==> config.mk <==
export PLATFORM = sky130hd
export DESIGN_NAME = fetch_stage
export DESIGN_NICKNAME = d
export VERILOG_FILES = /design/src/rtl/fetch_pkg.sv /design/src/rtl/fetch_perf_ctr.sv /design/src/rtl/fetch_stage.sv
export SDC_FILE = /design/constraint.sdc
export NUM_CORES = 1
export LEC_CHECK = 0
export ABC_CLOCK_PERIOD_IN_PS = 13100
export CORE_MARGIN = 3
export CORE_UTILIZATION = 35
export DETAILED_ROUTE_END_ITERATION = 10
export MAX_ROUTING_LAYER = met4
export PLACE_DENSITY_LB_ADDON = 0.15
export SYNTH_ARGS = -nofsm -noshare
export SYNTH_HDL_FRONTEND = slang
export SYNTH_HIERARCHICAL = 1
export SYNTH_SLANG_ARGS = --single-unit
==> constraint.sdc <==
create_clock -name clk -period 13.1 [get_ports clk]
set_input_delay 1.965 -clock clk [delete_from_list [all_inputs] [get_ports clk]]
set_output_delay 1.965 -clock clk [all_outputs]
set_load 0.02 [all_outputs]
==> src/rtl/fetch_pkg.sv <==
// Shared constants and types for the fetch stage: the NOP used for poisoned
// IF/ID entries, fetch exception cause codes and the fetch FSM encoding.
package fetch_pkg;

  localparam logic [31:0] NOP_INSTR              = 32'h0000_0013;
  localparam logic [3:0]  EXC_INSTR_MISALIGNED   = 4'd0;
  localparam logic [3:0]  EXC_INSTR_ACCESS_FAULT = 4'd1;

  typedef enum logic {
    FETCH_RUN  = 1'b0,
    FETCH_HALT = 1'b1
  } fetch_state_e;

  // True when the low two PC bits make the fetch address non word-aligned.
  function automatic logic pcMisaligned(input logic [1:0] pcLow);
    return pcLow != 2'b00;
  endfunction

endpackage

==> src/rtl/fetch_perf_ctr.sv <==
// Two free-running 64-bit event counters for the fetch stage: captured
// entries and stall cycles. Both wrap silently on overflow. Only built when
// FETCH_PERF_EN is defined.
module fetch_perf_ctr (
  input  logic        clk,
  input  logic        rst,
  input  logic        fetchInc,
  input  logic        stallInc,
  output logic [63:0] perf_fetched,
  output logic [63:0] perf_stalls
);

  logic [63:0] fetched_q, fetched_d;
  logic [63:0] stalls_q, stalls_d;

  // Next-count logic: each counter bumps by one on its own event.
  always_comb begin
    fetched_d = fetched_q;
    stalls_d  = stalls_q;
    if (fetchInc) fetched_d = fetched_q + 64'd1;
    if (stallInc) stalls_d  = stalls_q + 64'd1;
  end

  // Counter registers, cleared by the async reset.
  always_ff @(posedge clk or posedge rst) begin
    if (rst) begin
      fetched_q <= '0;
      stalls_q  <= '0;
    end else begin
      fetched_q <= fetched_d;
      stalls_q  <= stalls_d;
    end
  end

  assign perf_fetched = fetched_q;
  assign perf_stalls  = stalls_q;

endmodule

==> src/rtl/fetch_stage.sv <==
// Fetch stage: owns the architectural fetch PC, drives it to the
// combinational instruction memory and captures the returned word (or a
// fetch exception) into the IF/ID slot with a valid/ready handshake.
// After a fetch exception the stage halts until a redirect arrives.
// Optional macro FETCH_PERF_EN adds perf_fetched/perf_stalls counters.
module fetch_stage
  import fetch_pkg::*;
#(
  parameter int              XLEN         = 64,
  parameter logic [XLEN-1:0] RESET_VECTOR = '0
) (
  input  logic            clk,
  input  logic            rst,
  output logic [XLEN-1:0] pc_addr,
  input  logic [31:0]     imem_instr,
  input  logic            imem_exc_en,
  input  logic [3:0]      imem_exc_code,
  input  logic [XLEN-1:0] imem_exc_val,
  input  logic            redirect_en,
  input  logic [XLEN-1:0] redirect_pc,
  input  logic            id_ready,
  output logic            id_valid,
  output logic [XLEN-1:0] id_pc,
  output logic [31:0]     id_instr,
  output logic            id_exc_en,
  output logic [3:0]      id_exc_code,
  output logic [XLEN-1:0] id_exc_val,
`ifdef FETCH_PERF_EN
  output logic [63:0]     perf_fetched,
  output logic [63:0]     perf_stalls,
`endif
  output logic            fetch_halted
);

  fetch_state_e    state_q, state_d;
  logic            halted_q, halted_d;
  logic [XLEN-1:0] pc_q, pc_d;
  logic            idValid_q, idValid_d;
  logic [XLEN-1:0] idPc_q, idPc_d;
  logic [31:0]     idInstr_q, idInstr_d;
  logic            idExcEn_q, idExcEn_d;
  logic [3:0]      idExcCode_q, idExcCode_d;
  logic [XLEN-1:0] idExcVal_q, idExcVal_d;

  logic accept;
  logic misaligned;

  // The slot can take a new entry when it is empty or being drained.
  assign accept     = !idValid_q || id_ready;
  assign misaligned = pcMisaligned(pc_q[1:0]);

  // Next-state logic. Redirect beats capture, capture beats hold; a
  // redirect also kills any entry sitting in the slot, stalled or not.
  always_comb begin
    state_d     = state_q;
    halted_d    = halted_q;
    pc_d        = pc_q;
    idValid_d   = idValid_q;
    idPc_d      = idPc_q;
    idInstr_d   = idInstr_q;
    idExcEn_d   = idExcEn_q;
    idExcCode_d = idExcCode_q;
    idExcVal_d  = idExcVal_q;

    if (redirect_en) begin
      pc_d      = redirect_pc;
      idValid_d = 1'b0;
      state_d   = FETCH_RUN;
      halted_d  = 1'b0;
    end else if (state_q == FETCH_RUN) begin
      if (accept) begin
        idValid_d = 1'b1;
        idPc_d    = pc_q;
        if (misaligned) begin
          // Alignment is checked before the memory result is trusted.
          idInstr_d   = NOP_INSTR;
          idExcEn_d   = 1'b1;
          idExcCode_d = EXC_INSTR_MISALIGNED;
          idExcVal_d  = pc_q;
          state_d     = FETCH_HALT;
          halted_d    = 1'b1;
        end else if (imem_exc_en) begin
          idInstr_d   = NOP_INSTR;
          idExcEn_d   = 1'b1;
          idExcCode_d = imem_exc_code;
          idExcVal_d  = imem_exc_val;
          state_d     = FETCH_HALT;
          halted_d    = 1'b1;
        end else begin
          idInstr_d   = imem_instr;
          idExcEn_d   = 1'b0;
          idExcCode_d = '0;
          idExcVal_d  = '0;
          pc_d        = pc_q + XLEN'(4);
        end
      end
    end else begin
      // Halted: nothing new is fetched, the last entry drains once taken.
      if (id_ready) idValid_d = 1'b0;
    end
  end

  // Fetch FSM and IF/ID slot registers; the halted flag is registered
  // alongside the state so fetch_halted comes straight from a flop.
  always_ff @(posedge clk or posedge rst) begin
    if (rst) begin
      state_q     <= FETCH_RUN;
      halted_q    <= 1'b0;
      pc_q        <= RESET_VECTOR;
      idValid_q   <= 1'b0;
      idPc_q      <= '0;
      idInstr_q   <= NOP_INSTR;
      idExcEn_q   <= 1'b0;
      idExcCode_q <= '0;
      idExcVal_q  <= '0;
    end else begin
      state_q     <= state_d;
      halted_q    <= halted_d;
      pc_q        <= pc_d;
      idValid_q   <= idValid_d;
      idPc_q      <= idPc_d;
      idInstr_q   <= idInstr_d;
      idExcEn_q   <= idExcEn_d;
      idExcCode_q <= idExcCode_d;
      idExcVal_q  <= idExcVal_d;
    end
  end

  assign pc_addr      = pc_q;
  assign id_valid     = idValid_q;
  assign id_pc        = idPc_q;
  assign id_instr     = idInstr_q;
  assign id_exc_en    = idExcEn_q;
  assign id_exc_code  = idExcCode_q;
  assign id_exc_val   = idExcVal_q;
  assign fetch_halted = halted_q;

`ifdef FETCH_PERF_EN
  logic perfFetchInc;
  logic perfStallInc;

  // Event strobes: every capture (exceptions included) and every RUN-state
  // cycle blocked by a full, unready slot.
  assign perfFetchInc = !redirect_en && (state_q == FETCH_RUN) && accept;
  assign perfStallInc = !redirect_en && (state_q == FETCH_RUN) && !accept;

  fetch_perf_ctr u_perf (
    .clk          (clk),
    .rst          (rst),
    .fetchInc     (perfFetchInc),
    .stallInc     (perfStallInc),
    .perf_fetched (perf_fetched),
    .perf_stalls  (perf_stalls)
  );
`endif

endmodule
==> flow_summary_export.csv <==
group,metric,value,unit
run_status,outcome,"completed",
detailed_routing,detail-route-antenna-nets,0,
cts,clk-insertion-delay-late,540,ps
grt,grt_start_max_net_pins,115,
sta,finalHoldViolCount,0,
placed_design,globalplace.congestion,0.8106,
critical_path,path_common_cell,"buf_4",
sta,skew,15.26,ps
cts,cts_buffers,27,
cts,clk_pin_slew,60,ps
floorplan,die_h,180.4,um
synth,yosysSeqAreaShare,54.60,%
placed_design,portBuffers,399,
floorplan,rows,63,
detailed_routing,firstDrtPassIters,7,
grt,grt_pass1_wl,60550,um
synth,synth_mux_area_share,0.6115,%
final_layout,fill_cells,2787,
cts,cts_resized,0,
synth,synth_nets,1364,
critical_path,start_kind,"primary input",
grt,use_met1,30.97,%
grt,grt-ovfl-total,0,
critical_path,worstPathRequired,13570,ps
synth,synth_cell_types,44,
synth,synth_compound_area_share,12.08,%
floorplan,die_w,180.4,um
critical_path,slowest_delay,830,ps
detailed_routing,drt_iter0_drc,649,
hold_path,hold_path_class,"flip-flop to flip-flop",
cts,clockBufferDepth,3,
sta,timing.final.crit_period,4818,ps
job,cap_violations,0,
floorplan,boundaryPins,400,
final_layout,final_layout_size_suffix_gt1_share,4.612,%
pwr,powerDensity,147.3,nW/um^2
synth,synth-adder-area-share,0.1176,%
sta,max_freq,0.2076,GHz
placed_design,dp_hpwl,26530,um
pwr,p_total,0.002321,W
detailed_routing,via_per_inst,5.283,
grt,globalRouteMet2Util,38.12,%
floorplan,core_area,29800,sq um
synth,syn_inst,1194,
floorplan,initial_core_util,35.71,%
critical_path,crit_type,"primary input to flip-flop",
synth,synth-simple-area-share,26.53,%
pwr,p_leak,6.492,nW
grt,grt_use_met3,4.582,%
cts,cts_htree_levels,1,
critical_path,crit_fanout,80,
detailed_routing,num_vias,10340,
critical_path,arrival,5290,ps
grt,antenna_found_initial,4,
sta,holdWs,473.1,ps
synth,yosysWarnings,6,
sta,rsz0062_at_grt,"false",
grt,top_usage_layer,"met2",
final_layout,fin_nets,1713,
final_layout,area_delta_synth_final,48.13,%
synth,ys_seq_elements,232,
sta,post-route-period-util,36.78,%
placed_design,place_area,14880,sq um
sta,relSlewSlack,23.01,%
detailed_routing,wl_per_cell,19.74,um
synth,avgSynthCellArea,8.911,sq um
critical_path,cp_slowest_cell,"inv_2",
critical_path,crit_chain,"buf_2 -> buf_4 -> inv_2 -> nand3_4 -> buf_4 -> nor2_2 -> buf_4 -> a22o_1",
critical_path,worst_setup_path_end_kind,"flip-flop",
pwr,ir_drop,87.10,uV
synth,synth_top_family_by_area,"simple AND/OR/NAND/NOR gates",
detailed_routing,routed_wl,38620,um
cts,post_cts_buffers,0,
sta,timing.setup.tns,0,ps
sta,setup_viol,0,
final_layout,design_area,15760,sq um
synth,synthXorXnorAreaFrac,2.387,%
sta,slew_violations,0,
grt,grt_pass1_vias,10230,
floorplan,die_area,32530,sq um
cts,cts_tree,"built",
synth,synth_area,10640,sq um
cts,cts_root_buf,"clkbuf_16",
cts,cts_sinks,232,
grt,grt_use_total,23.69,%
cts,cts_hold_buf,0,
detailed_routing,drc_errors,0,
sta,tightest_slew,1155,ps
## sequential cells by signal (all words and copies together) (netlist names)
signal,cells
fetch_halted,1
id_exc_code,4
id_exc_en,1
id_exc_val,64
id_instr,32
id_pc,64
id_valid,1
pc_addr,64
state_q,1
## cells in the mapped netlist (all sizes together)
library cell,n,share of area (%)
and4,1,0.082
or4,23,1.7
nand2,321,11
o311ai,5,0.41
nand2b,2,0.12
clkbuf,77,2.7
and2,4,0.24
dfrtp,229,54
or4bb,1,0.11
dfstp,3,0.74
a21oi,2,0.094
o31ai,15,1.1
a22o,30,2.5
o211ai,5,0.35
nor2b,2,0.12
o22a,3,0.25
mux2i,2,0.19
o21ai,43,2.0
inv,9,0.32
buf,14,0.65
nor3,13,0.61
a31oi,87,5.1
xnor2,12,0.99
nand3,95,4.5
xor2,17,1.4
or3,13,0.76
or4b,1,0.094
nor2,100,3.5
o22ai,1,0.059
nand4,30,1.8
ha,1,0.12
nand3b,2,0.14
mux2,4,0.42
and3,10,0.59
o41ai,1,0.082
a22oi,1,0.071
or2,2,0.12
a221o,1,0.094
nor4,12,0.71
## kinds of logic after synthesis
| family | Yosys count |
|---|---|
| DFF | 232 |
| xor gates and xnor gates | 29 |
| buffers and inverters | 100 |
| and+or+nand+nor | 632 |
| muxes | 6 |
| adders and majority gates | 1 |
| AOI/OAI and AO/OA | 194 |
## metrics by stage
step                      instances  utilization [%]  setup slack, ps
final                          1957            52.90             8282
after global routing           1955            52.88             7964
after CTS                      1951            52.85             8260
after detailed placement       1904            49.95             7708
after global placement         1904            49.95             7720
after floorplan                1194                -             4779
## path summary, 6_finish.rpt
check	from	endpoint	slack [ps]	cells past startpoint
setup / recovery	redirect_en	id_instr[23]	8280	8
hold / removal	id_pc[3]	id_pc[3]	470	2
setup reg to reg	pc_addr[3]	pc_addr[56]	9860	6
hold reg to reg	id_pc[3]	id_pc[3]	470	2
max in group asynchronous	rst	id_exc_val[10]	9610	3
min in group asynchronous	rst	id_exc_val[60]	2000	2
## placed cells by master, fill, tap and decap left out, drive strengths merged, types with 17 or more instances in the layout
cell	count
or4	23
xor2	17
clkdlybuf4s50	397
nand3	95
o21ai	43
dfrtp	229
nand4	30
nand2	321
clkbuf	39
a22o	30
a31oi	87
nor2	100
## power breakdown
part           internal [W]  leakage (nW)  switching [W]
registers          0.000828          2.80       0.000100
clock network      0.000440         0.412       0.000305
logic              0.000304          3.28       0.000343
## critical path, delay by kind of cell
family	cells	cell delay, ps
and+or+nand+nor	2	880
AOI/OAI and AO/OA	1	200
buffers and inverters	5	2170
## layout make-up
type                    instances  area (sq um)  area share, %
clock inverters                 8         101.3         0.6430
well taps                     390         488.0          3.096
repair buffers                411          4074          25.85
inverters                       9         41.29         0.2620
multi-input cells             862          4472          28.37
diodes                          6         15.01        0.09526
clock buffers                  39         760.7          4.827
flip-flops and latches        232          5809          36.86
## per-layer routing
layer	wire length (um)	share of wire, %
met2	18360	48
met5	0	0
met4	1011	2.6
met1	16720	43
met3	2531	6.6
Note: power is estimated with default switching activity, not from simulation.
==> variant 1 (config.mk and constraints unchanged) <==
Change the parameter `XLEN` from 64 to 96.
--- a/src/rtl/fetch_stage.sv
+++ b/src/rtl/fetch_stage.sv
@@ -6,7 +6,7 @@
 module fetch_stage
   import fetch_pkg::*;
 #(
-  parameter int              XLEN         = 64,
+  parameter int              XLEN         = 96,
   parameter logic [XLEN-1:0] RESET_VECTOR = '0
 ) (
   input  logic            clk,
Interface: changed (5 resized); port bits go from 400 to 560. No check against the original RTL was run, so the function may have changed too.
==> variant 1 against the unedited design <==
- wire length grew 52%
- power grew 45%
- critical path depth shrank 1
- final area grew 44%
- sequential cell count grew 96
- utilization shrank 0.58 points
- sequential share of layout area shrank 0.58 points
- clock skew grew 3.3 ps
- global-route usage grew 1.8 points
- area after synthesis grew 44%
- fmax grew 2.8%
- worst setup slack gained 130 ps
- first-iteration DRC count grew 58%
- critical endpoint is now id_instr[17]$_DFFE_PP0P_
- highest routed layer unchanged
==> variant 1: results (changes against the unedited design) <==
- Netlist cell types: 51 (+16%)
- Combinational share of power: 27.8% (about the same)
- GR Util met2: 40.6% (+2.5 points)
- Grt met1 use: 32.8% (+1.8 points)
- Slowest cell on crit path: buf_4
- Clock network power: 1.10 mW (+48%)
- Worst vdd ir: 75.3 uV (-14%)
- H-tree Lvls: 2 (+1)
- 1st-iter DRT viols: 1023 (+58%)
- First-pass GRT wire length: 90.1 mm (+49%)
- Non-Filler Instances: 2836 (+45%)
- Vias post-DR: 14500 (+40%)
- DR WL met3: 3.58 mm (+41%)
- Grt met3 use: 5.04% (+0.46 points)
- Pre-CTS setup slack: 7870 ps (+163 ps)
- XOR/XNOR share of the synthesized area: 4.90% (+2.5 points)
- Slowest cell delay on critical path: 860 ps (+30 ps)
- Cells taking the most area after synthesis: dfrtp_1, nand2_1, nand3_1
- Largest driver fanout on the critical path: 100 (+25%)
- Largest net degree at the start of global routing: 165 (+43%)
- Final wirelength: 58.5 mm (+52%)
- Final GP Congestion: 0.840 (+3.6%)
- Post-DP Area: 21300 um2 (+43%)
- GRT Overall Usage: 25.5% (+1.8 points)
- I/O Buffers: 559 (+40%)
- Post-synthesis adder-cell area fraction: 0.0814% (-0.036 points)
- # fillers: 4039 (+45%)
- Mapped Cells: 1734 (+45%)
- Synth Area in Compound Gates: 9.31% (-2.8 points)
- Skew final: 18.6 ps (+3.30 ps)
- Status: finished clean
- Syn_nets: 1968 (+44%)
- Multiplexer share of the synthesized area: 1.08% (+0.47 points)
- Max-slew headroom: 20.1% (-3.0 points)
- Seq/Total Area, Yosys: 53.4% (-1.2 points)
==> variant 1: worst max-delay path: cells and delay by family <==
kind	cells	cell delay, ps
buffers and inverters	3	1550
AND/OR/NAND/NOR	3	1140
AO/OA/AOI/OAI	1	230
==> variant 1: cells by family after synthesis <==
logic type | Yosys count
AND/OR/NAND/NOR | 927
flip-flops | 328
AO/OA/AOI/OAI | 232
buffers and inverters | 145
XOR/XNOR | 86
multiplexers | 15
adder cells (fa/ha/maj) | 1
==> variant 1: final timing paths <==
| path | cells after the start | endpoint | slack (ps) | from |
|---|---|---|---|---|
| setup reg to reg | 6 | pc_addr[60]$_DFFE_PP0N_ | 9880 | pc_addr[30]$_DFFE_PP0N_ |
| max in group asynchronous | 4 | pc_addr[85]$_DFFE_PP0N_ | 8910 | rst |
| setup / recovery | 7 | id_instr[17]$_DFFE_PP0P_ | 8420 | id_ready |
| min in group asynchronous | 2 | id_exc_val[12]$_DFFE_PP0P_ | 1910 | rst |
| hold reg to reg | 2 | id_pc[64]$_DFFE_PP0P_ | 470 | id_pc[64]$_DFFE_PP0P_ |
| hold / removal | 2 | id_pc[64]$_DFFE_PP0P_ | 470 | id_pc[64]$_DFFE_PP0P_ |
==> variant 1: area by class of cell <==
cell class | count | area (um2) | share of cell area, %
Antenna cell | 8 | 20.0 | 0.0884
Clock buffer | 59 | 1170 | 5.18
Clock inverter | 8 | 124 | 0.547
Inverter | 15 | 63.8 | 0.282
Multi-Input combinational cell | 1261 | 6610 | 29.2
Sequential cell | 328 | 8210 | 36.3
Tap cell | 585 | 732 | 3.23
Timing Repair Buffer | 572 | 5700 | 25.2
==> variant 2 (same flow settings) <==
Without the edit above. Take the reset off `idExcVal_q` and load it in a clocked block of its own.
--- a/src/rtl/fetch_stage.sv
+++ b/src/rtl/fetch_stage.sv
@@ -112,7 +112,6 @@
       idInstr_q   <= NOP_INSTR;
       idExcEn_q   <= 1'b0;
       idExcCode_q <= '0;
-      idExcVal_q  <= '0;
     end else begin
       state_q     <= state_d;
       halted_q    <= halted_d;
@@ -122,8 +121,11 @@
       idInstr_q   <= idInstr_d;
       idExcEn_q   <= idExcEn_d;
       idExcCode_q <= idExcCode_d;
-      idExcVal_q  <= idExcVal_d;
     end
+  end
+
+  always_ff @(posedge clk) begin
+    idExcVal_q <= idExcVal_d;
   end
 
   assign pc_addr      = pc_q;
Check against the original RTL: not settled (the Yosys comparison gave no result); the edit may change what the design does.
==> variant 2 against the unedited design <==
- area after synthesis down 0.40%
- largest cell class unchanged
- synthesized cell count fell by 1.9%
- clock power shrank 8.3%
- worst setup slack gained 230 ps
- combinational power down 22%
- non-clock buffer count shrank 4
- sequential cell count did not move
- power down 9.5%
- final area shrank 0.67%
- wire length decreased by 2.9%
==> variant 2: results (changes against the unedited design) <==
- Status: finished clean
- Num CTS Buffers: 26 (-3.7%)
- Skew final: 9.00 ps (-6.26 ps)
- # fillers: 2819 (+1.1%)
- GRT Overall Usage: 22.9% (-0.78 points)
- Final GP Congestion: 0.819 (+1.0%)
- Hold path endpoint: id_instr[1]$_DFFE_PP1P_
- Largest net degree at the start of global routing: 109 (-5.2%)
- Number of global-route vias before repair: 9763 (-4.6%)
- Largest driver fanout on the critical path: 41 (-49%)
- FF-to-FF setup slack: 9800 ps (-60 ps)
- DR pass1 iterations: 5 (-2)
- 1st-iter DRT viols: 712 (+9.7%)
- FFs w/ async S/R, synth: 72.4% (-28 points)
- Crit path DAT: 5020 ps (-270 ps)
- Post-synth EDFFs: 64 (+64)
- Longest Clk Path Bufs: 3 (unchanged)
- Synth top cells by count: nand2_1, dfrtp_1, nand3_1, o21ai_0, edfxtp_1
- Hold_sp: id_instr[1]$_DFFE_PP1P_
- Avg WL per Cell: 19.3 um (-2.2%)
- Postcts setup bufs: 0 (unchanged)
- M1 WL: 15.4 mm (-8.0%)
- Fin nets: 1699 (-0.82%)
- R2r endpoint: pc_addr[63]$_DFFE_PP0P_
- DR WL met3: 2.80 mm (+11%)
- Crit path from: imem_exc_en
- Cells taking the most area after synthesis: dfrtp_1, edfxtp_1, nand2_1
- Post-CTS sizing: 0 (unchanged)
- Initial antenna violation count: 3 (-1)
- Seq/Total Area, Yosys: 57.8% (+3.2 points)
- Slew @ Worst Pin: 1110 ps (-42.8 ps)
- Via/cell ratio: 5.10 (-3.5%)
- Worst-Skew Late Latency: 520 ps (-20 ps)
- Reg2reg start: pc_addr[0]$_DFFE_PP0P_
- Root Driver: clkbuf_16
- WL met2: 18.3 mm (-0.47%)
- Worst hold path class: reg -> reg
- First-pass GRT wire length: 58.1 mm (-4.1%)
- P_leak: 6.54 nW (+0.75%)
- Syn_nets: 1341 (-1.7%)
- DPL Wire Length: 26.1 mm (-1.7%)
- Netlist cell types: 46 (+4.5%)
- Worst vdd ir: 96.6 uV (+11%)
- Layout cells sized above 1: 4.01% (-0.61 points)
## variant 2: cell types whose count changed after synthesis, sizes merged, moves of 25 or more
cell	delta
dfrtp	-64
nand2	+104
a22o	-30
o21ai	+25
a31oi	-67
nand3	+27
edfxtp	+64
nor2	-62
## variant 2: metrics by stage
step	setup WS, ps	hold slack (ps)	instances	utilization (%)	instance area (um2)
final	8520	462	1943	52.7	15700
after floorplan	6590	487	1171	-	10600
after CTS	8600	462	1938	52.6	15600
after global routing	8350	485	1941	52.7	15700
after global placement	8240	448	1891	50.0	14900
after detailed placement	8050	447	1891	50.0	14900
## variant 2: cell families (layout without fill, tap and decap cells)
kind of cell	Yosys count	count (layout)	synth area share [%]
AO/OA/AOI/OAI	109	109	5.88
XOR/XNOR	35	35	2.89
adder cells (fa/ha/maj)	1	1	0.118
buffers and inverters	88	465	3.26
flip-flops	232	232	57.8
multiplexers	3	3	0.307
other	0	5	0
AND/OR/NAND/NOR	703	703	29.7
## variant 2: area by class of cell
type | count | area (um2) | area share [%]
repair buffers | 407 | 4040 | 25.8
inverters | 11 | 53.8 | 0.344
clock buffers | 41 | 758 | 4.84
diodes | 5 | 12.5 | 0.0799
multi-input cells | 851 | 4140 | 26.4
flip-flops and latches | 232 | 6130 | 39.2
clock inverters | 6 | 30.0 | 0.192
well taps | 390 | 488 | 3.12
## variant 2: critical path, stage by stage
cell      delay [ps]
buf_2            320
buf_4            410
nor4bb_1         470
and3_1           620
nand4_1          450
or4_1            580
a31oi_1          180
## variant 2: report_power, final
group,total (mW),switching (mW),internal (mW)
clock,0.683,0.289,0.395
combinational,0.504,0.273,0.231
sequential,0.914,0.0773,0.837
## variant 2: metal layers
metal  track usage (%)  up-vias
li1                  -     4732
met1              28.4     4736
met2              38.0      371
met3              5.75       69
met4              5.65        0
met5                 -        -
